--- src/rtl/regfile_pkg.sv ---
// regfile_pkg: shared constants and helpers for the multi-port register file
// Provides default widths, the packed-port index helper and a popcount used by the scoreboard.
package regfile_pkg;
  localparam int DATA_W_DEF = 32;
  localparam int ADDR_W_DEF = 5;
  localparam int POP_W = 256;
  function automatic int pidx(input int port, input int width);
    return port * width;
  endfunction
  function automatic int unsigned popcount(input logic [POP_W-1:0] v);
    popcount = 0;
    for (int i = 0; i < POP_W; i++) popcount += 32'(v[i]);
  endfunction
endpackage

--- src/rtl/regfile_scoreboard.sv ---
// regfile_scoreboard: per-register pending-write busy bits and pending count
// Ports: clk, reset (sync, high); claim_en/claim_addr set a busy bit; clr is the one-hot mask of
// effective writes this cycle; rd_addr/rd_busy expose the registered bit per read port;
// busy_cnt is the registered population count of the busy bits.
module regfile_scoreboard import regfile_pkg::*; #(
  parameter int ADDR_W = ADDR_W_DEF,
  parameter int NUM_RD = 2
) (
  input  logic                     clk,
  input  logic                     reset,
  input  logic                     claim_en,
  input  logic [ADDR_W-1:0]        claim_addr,
  input  logic [2**ADDR_W-1:0]     clr,
  input  logic [NUM_RD*ADDR_W-1:0] rd_addr,
  output logic [NUM_RD-1:0]        rd_busy,
  output logic [ADDR_W:0]          busy_cnt
);
  localparam int DEPTH = 2**ADDR_W;
  logic [DEPTH-1:0] busy_q, busy_d, set;
  logic [ADDR_W:0] busy_cnt_q;
  always_comb begin
    set = '0;
    set[claim_addr] = claim_en;
    // set is applied after clear so a new producer outranks the one completing; bit 0 never sets
    busy_d = ((busy_q & ~clr) | set) & ~DEPTH'(1);
  end
  always_ff @(posedge clk)
    if (reset) begin
      busy_q <= '0;
      busy_cnt_q <= '0;
    end else begin
      busy_q <= busy_d;
      busy_cnt_q <= (ADDR_W+1)'(popcount(POP_W'(busy_d)));
    end
  always_comb begin
    rd_busy = '0;
    for (int i = 0; i < NUM_RD; i++) rd_busy[i] = busy_q[rd_addr[pidx(i, ADDR_W) +: ADDR_W]];
  end
  assign busy_cnt = busy_cnt_q;
endmodule

--- src/rtl/regfile_mp.sv ---
// regfile_mp: parametrised multi-port register file with bypass and pending-write scoreboard
// Ports: clk, reset (sync, high); rd_addr/rd_data/rd_busy packed per read port (combinational);
// wr_en/wr_addr/wr_data/wr_pc packed per write port (higher index wins); claim_en/claim_addr
// mark a destination pending; busy_cnt counts pending registers.
// Macro REGFILE_TRACE_EN: when defined, each effective write is printed with its wr_pc.
module regfile_mp import regfile_pkg::*; #(
  parameter int DATA_W = DATA_W_DEF,
  parameter int ADDR_W = ADDR_W_DEF,
  parameter int NUM_RD = 2,
  parameter int NUM_WR = 2,
  parameter int BYPASS = 1
) (
  input  logic                     clk,
  input  logic                     reset,
  input  logic [NUM_RD*ADDR_W-1:0] rd_addr,
  output logic [NUM_RD*DATA_W-1:0] rd_data,
  output logic [NUM_RD-1:0]        rd_busy,
  input  logic [NUM_WR-1:0]        wr_en,
  input  logic [NUM_WR*ADDR_W-1:0] wr_addr,
  input  logic [NUM_WR*DATA_W-1:0] wr_data,
  input  logic [NUM_WR*32-1:0]     wr_pc,
  input  logic                     claim_en,
  input  logic [ADDR_W-1:0]        claim_addr,
  output logic [ADDR_W:0]          busy_cnt
);
  localparam int DEPTH = 2**ADDR_W;
  logic [DATA_W-1:0] regs_q [DEPTH];
  logic [NUM_WR-1:0] win;
  logic [DEPTH-1:0] clr;
  logic [ADDR_W-1:0] ra;
  logic [DATA_W-1:0] rv;
  // a port wins when enabled, not targeting $0 and not overridden by a higher-index port
  always_comb begin
    win = '0;
    clr = '0;
    for (int j = 0; j < NUM_WR; j++) begin
      win[j] = wr_en[j] && wr_addr[pidx(j, ADDR_W) +: ADDR_W] != '0;
      for (int k = j + 1; k < NUM_WR; k++)
        if (wr_en[k] && wr_addr[pidx(k, ADDR_W) +: ADDR_W] == wr_addr[pidx(j, ADDR_W) +: ADDR_W]) win[j] = 1'b0;
      if (win[j]) clr[wr_addr[pidx(j, ADDR_W) +: ADDR_W]] = 1'b1;
    end
  end
  always_ff @(posedge clk)
    if (reset) regs_q <= '{default: '0};
    else
      for (int j = 0; j < NUM_WR; j++)
        if (win[j]) regs_q[wr_addr[pidx(j, ADDR_W) +: ADDR_W]] <= wr_data[pidx(j, DATA_W) +: DATA_W];
  always_comb begin
    rd_data = '0;
    ra = '0;
    rv = '0;
    for (int i = 0; i < NUM_RD; i++) begin
      ra = rd_addr[pidx(i, ADDR_W) +: ADDR_W];
      rv = regs_q[ra];
      for (int j = 0; j < NUM_WR; j++)
        if (BYPASS != 0 && win[j] && wr_addr[pidx(j, ADDR_W) +: ADDR_W] == ra) rv = wr_data[pidx(j, DATA_W) +: DATA_W];
      rd_data[pidx(i, DATA_W) +: DATA_W] = ra == '0 ? '0 : rv;
    end
  end
  regfile_scoreboard #(.ADDR_W(ADDR_W), .NUM_RD(NUM_RD)) u_sb (
    .clk(clk),
    .reset(reset),
    .claim_en(claim_en),
    .claim_addr(claim_addr),
    .clr(clr),
    .rd_addr(rd_addr),
    .rd_busy(rd_busy),
    .busy_cnt(busy_cnt)
  );
`ifdef REGFILE_TRACE_EN
  always_ff @(posedge clk)
    if (!reset)
      for (int j = 0; j < NUM_WR; j++)
        if (win[j]) $display("@%h: $%d <= %h", wr_pc[pidx(j, 32) +: 32], wr_addr[pidx(j, ADDR_W) +: ADDR_W], wr_data[pidx(j, DATA_W) +: DATA_W]);
`else
  logic unused_pc;
  assign unused_pc = ^wr_pc;
`endif
endmodule
--- config.mk ---
export PLATFORM = sky130hd
export DESIGN_NAME = regfile_mp
export DESIGN_NICKNAME = d
export VERILOG_FILES = /design/src/rtl/regfile_pkg.sv /design/src/rtl/regfile_scoreboard.sv /design/src/rtl/regfile_mp.sv
export SDC_FILE = /design/constraint.sdc
export NUM_CORES = 2
export LEC_CHECK = 0
export ABC_CLOCK_PERIOD_IN_PS = 8250
export BUFFER_PORTS_ARGS = -buffer_cell sky130_fd_sc_hd__buf_2
export CORE_MARGIN = 2
export CORE_UTILIZATION = 45
export CTS_CLUSTER_SIZE = 10
export DETAILED_ROUTE_END_ITERATION = 8
export GPL_TIMING_DRIVEN = 0
export PLACE_DENSITY = 0.66
export SETUP_SLACK_MARGIN = 0.4
export SYNTH_ARGS = -nofsm -noshare
export SYNTH_HDL_FRONTEND = slang
export SYNTH_SLANG_ARGS = --single-unit
--- constraint.sdc ---
create_clock -name clk -period 8.25 [get_ports clk]
set_input_delay 0 -clock clk [delete_from_list [all_inputs] [get_ports clk]]
set_output_delay 0 -clock clk [all_outputs]
set_load 0.01 [all_outputs]
==> key figures <==
Run status
  • Status: finished, violations left
  • Failing checks: capacitance limit, slew limit

Power and ir drop
  • Net Switching: between 0.003 and 0.004 W
  • Sw Ratio: 30.3%
  • Max VDD drop: 0.000235 V
  • Pint: 0.00899 W
  • Clk pwr share: 44.7%
  • Leakage: 31.4 nW
  • Share of total power in combinational logic: 14.1%
  • Sequential Power Share: 41.2%
  • Power per cell area: 176 nW/µm²

STA
  • Clock skew: 0.00796 ns
  • Pins Over Slew Limit: 46
  • Crit path time final: 6.74 ns
  • Worst-margin pin slew: 1.63 ns
  • Max Fclk: roughly 150 MHz
  • Period Utilization, post-route: between 80% and 90%
  • Fin. Hold Viols: 0
  • RSZ-0062 raised after global routing: no
  • Final setup viols: 0
  • Max_slew headroom: -8.38%
  • Setup TNS: 0 ns
  • Setup ws final: 1.51 ns
  • Min Hold Slack: 0.155 ns

Die
  • Starting Density: 45.5%
  • Die ar.: 149000 µm²
  • Die height: 385 µm
  • Num rows: around 140
  • Area of the core: 144000 µm²
  • Top Ports: 230
  • Die width: 385 µm

Layout
  • Fin nets: 7288
  • Area grow syn2layout: 12.0%
  • Finished Layout Cells: roughly 9.1k
  • Most common cell after layout, fill and taps aside: mux2i_1
  • Fillers: 13.2k
  • Final Cell Area: 73400 µm²
  • Layout cells sized above 1: 13.7%
  • Most frequent cells in the layout: mux2i_1 (1180), nor2_1 (1062), dfxtp_1 (1061)

Worst setup path
  • Critical Path End Type: register
  • Crit-path cells: buf_2 -> nand2_1 -> nor2_1 -> nand2_1 -> a32o_1 -> ha_1 -> fa_1 -> inv_1 -> fa_1 -> fa_1 -> fa_1 -> inv_1 -> fa_1 -> inv_1 -> fa_1 -> inv_1 -> ha_1 -> fa_1 -> a21o_1 -> a21oi_1 -> xor2_1 -> nor2_1
  • Reg2Reg Depth: 18
  • FF-to-FF Start: u_sb.busy_q[29]
  • WP data required: roughly 8.9 ns
  • Worst EP arrival: 7.40 ns
  • Critical Path Most Common Cell: fa_1
  • Crit path kind: input pin to register
  • Reg-to-reg setup timing slack: 2.72 ns
  • CP max FO: 10
  • Worst stage delay on the critical path: 1.00 ns
  • Startpoint type of the worst setup path: input pin
  • R2r endpoint: u_sb.busy_cnt[4]
  • Max stage delay cell, worst path: nor2_1

Logic synthesis
  • Synth Register Bits: 1061
  • Main flop type after synthesis: dfxtp_1
  • Sequential share of the synthesized area: around 32%
  • Post-Syn Area: 65500 µm²
  • Synth cell types: 57
  • Syn Inst Count: ~6.8k
  • Post-synth EDFFs: 0
  • Average cell area after synthesis: between 9 and 10 µm²
  • Ys async rst share: 0%
  • Syn Nets: about 7k
  • Ys Warns: 0

Routing
  • DRT iter0 DRCs: 9415
  • First-pass DRT Iterations: 7
  • DR vias: 64.0k
  • Antenna Nets Post-Route: 0
  • Post-route DRC: 0
  • Wirelength per Cell: 37.3 µm
  • Via-per-instance ratio: 7.04
  • Final WL: 339000 µm

Global route
  • Initial antenna violation count: 23
  • Vias in the first global route: 60.4k
  • First-pass GRT wire length: 460000 µm
  • Total GRT Usage: 44.1%
  • Largest net degree at the start of global routing: 17
  • Congestion Overflow GR: 0

Worst hold path
  • Worst Hold Class: input pin to register
  • Hold depth: 5
  • Hold Path Sink: u_sb.busy_q[17]
  • Worst Hold Launch: claim_en

Place
  • Input/output buffers: 124
  • Placer Congestion: 1.08
  • Setup slack at placement: 1.09 ns
  • Placed cells: 8786
  • DPL Wire Length: 271000 µm
  • Post-place instance area: 68500 µm²

Clocking
  • Clk slew on worst S/H paths: 0.06 ns
  • Longest Clk Path Bufs: 3
  • Worst skew pair latency: 0.80 ns
  • # clock sinks: between 1k and 1.5k
  • CTS root buffer: clkbuf_16
  • Post_cts resized: 0
  • CTS tree: yes
  • CTS H-tree depth: 4
  • CTS buffer count: about 130

Run
  • Max_cap viols: 4
## power groups by stage
stage          sequential (W)  clock [W]  combinational (W)
2_1_floorplan         0.00539          0           0.000931
3_3_place_gp          0.00541          0            0.00164
3_5_place_dp          0.00541          0            0.00166
4_1_cts               0.00530    0.00569            0.00170
5_1_grt               0.00532    0.00589            0.00181
6_report              0.00531    0.00576            0.00182
## cells by family after synthesis
family	synth area share [%]
XOR/XNOR	0.375
AO/OA/AOI/OAI	18.0
adder cells (fa/ha/maj)	0.875
buffers and inverters	6.66
flip-flops	32.4
multiplexers	32.1
AND/OR/NAND/NOR	9.58
## worst max-delay path: cells and delay by family
kind	cells	cell delay (ns)
fa+ha+maj	9	3.99
simple gates	4	1.87
compound gates	3	0.84
buf+inv	5	0.51
xor+xnor	1	0.17
## Yosys cell counts (3+ instances only)
master | number | share of area (%)
a32oi_1 | 20 | 0.27
fa_1 | 23 | 0.70
nand3_1 | 30 | 0.23
mux4_2 | 404 | 14
a22oi_1 | 112 | 1.3
nor3b_1 | 12 | 0.14
and3b_1 | 9 | 0.12
nor2b_1 | 50 | 0.48
clkbuf_1 | 636 | 3.6
a221oi_1 | 32 | 0.43
nor3_1 | 57 | 0.44
o21ai_1 | 3 | 0.023
a22o_1 | 14 | 0.19
o31ai_1 | 14 | 0.16
nand3b_1 | 6 | 0.069
xnor2_1 | 17 | 0.23
mux2i_1 | 1180 | 18
ha_1 | 9 | 0.17
o221ai_1 | 62 | 0.83
nand2_1 | 205 | 1.2
and3_1 | 21 | 0.20
xor2_1 | 11 | 0.15
a211oi_1 | 1048 | 12
buf_4 | 49 | 0.56
buf_6 | 63 | 1.1
nand3_2 | 20 | 0.31
mux2_2 | 7 | 0.12
inv_1 | 34 | 0.19
dfxtp_1 | 1061 | 32
nor2_1 | 1062 | 6.1
a311oi_1 | 32 | 0.43
buf_2 | 115 | 0.88
a21oi_1 | 74 | 0.57
a2111oi_0 | 16 | 0.21
o211ai_1 | 3 | 0.034
a32o_1 | 11 | 0.17
o21ai_0 | 96 | 0.73
o22ai_1 | 62 | 0.59
and2_1 | 7 | 0.067
buf_1 | 48 | 0.28
## sequential cells by signal, summed over array words and instances, names as in the netlist
| signal | cells |
|---|---|
| u_sb.busy_cnt | 6 |
| u_sb.busy_q | 31 |
| regs_q | 1024 |
## what timing repair did
item	4_1_cts	5_1_grt
hold buffers	79	0
endpoints found under the setup margin	0	0
setup buffers	0	0
hold endpoints to repair	695	0
## per-stage QoR
step,total power (W),utilization (%)
3_5_place_dp,0.00707,47.6
5_1_grt,0.0130,50.9
3_3_place_gp,0.00705,47.6
6_report,0.0129,50.9
4_1_cts,0.0127,50.9
2_1_floorplan,0.00632,-
## how the worst max path moves through the flow
stage | start | endpoint | slack, ns
2_1_floorplan | wr_addr[6] | u_sb.busy_cnt[4] | 2.33
3_3_place_gp | wr_addr[6] | u_sb.busy_cnt[4] | 1.15
3_5_place_dp | wr_addr[6] | u_sb.busy_cnt[4] | 1.09
4_1_cts | wr_addr[6] | u_sb.busy_cnt[4] | 1.88
5_1_grt | wr_addr[6] | u_sb.busy_cnt[4] | 1.52
6_report | wr_addr[6] | u_sb.busy_cnt[4] | 1.51
## routing by layer
| layer | GRT usage (%) | vias to the layer above | routed length, µm | part of all wire [%] |
|---|---|---|---|---|
| met3 | 17.7 | 1151 | 48000 | 14 |
| li1 | - | 26200 | - | - |
| met5 | 0 | - | 92 | 0.027 |
| met4 | 31.4 | 12 | 27900 | 8.2 |
| met2 | 63.8 | 5089 | 141000 | 42 |
| met1 | 53.0 | 31600 | 122000 | 36 |
## area by class of cell
cell class,count,area (µm²),area share [%]
Multi-Input combinational cell,4751,39900,54.4
Sequential cell,1061,21200,29.0
Buffer,913,4240,5.78
Clock buffer,185,3800,5.18
Tap cell,1903,2380,3.25
Timing Repair Buffer,203,1410,1.92
Clock inverter,22,225,0.307
Inverter,34,128,0.174
Antenna cell,20,50.0,0.0682
Power figures use the tool's default switching activity.
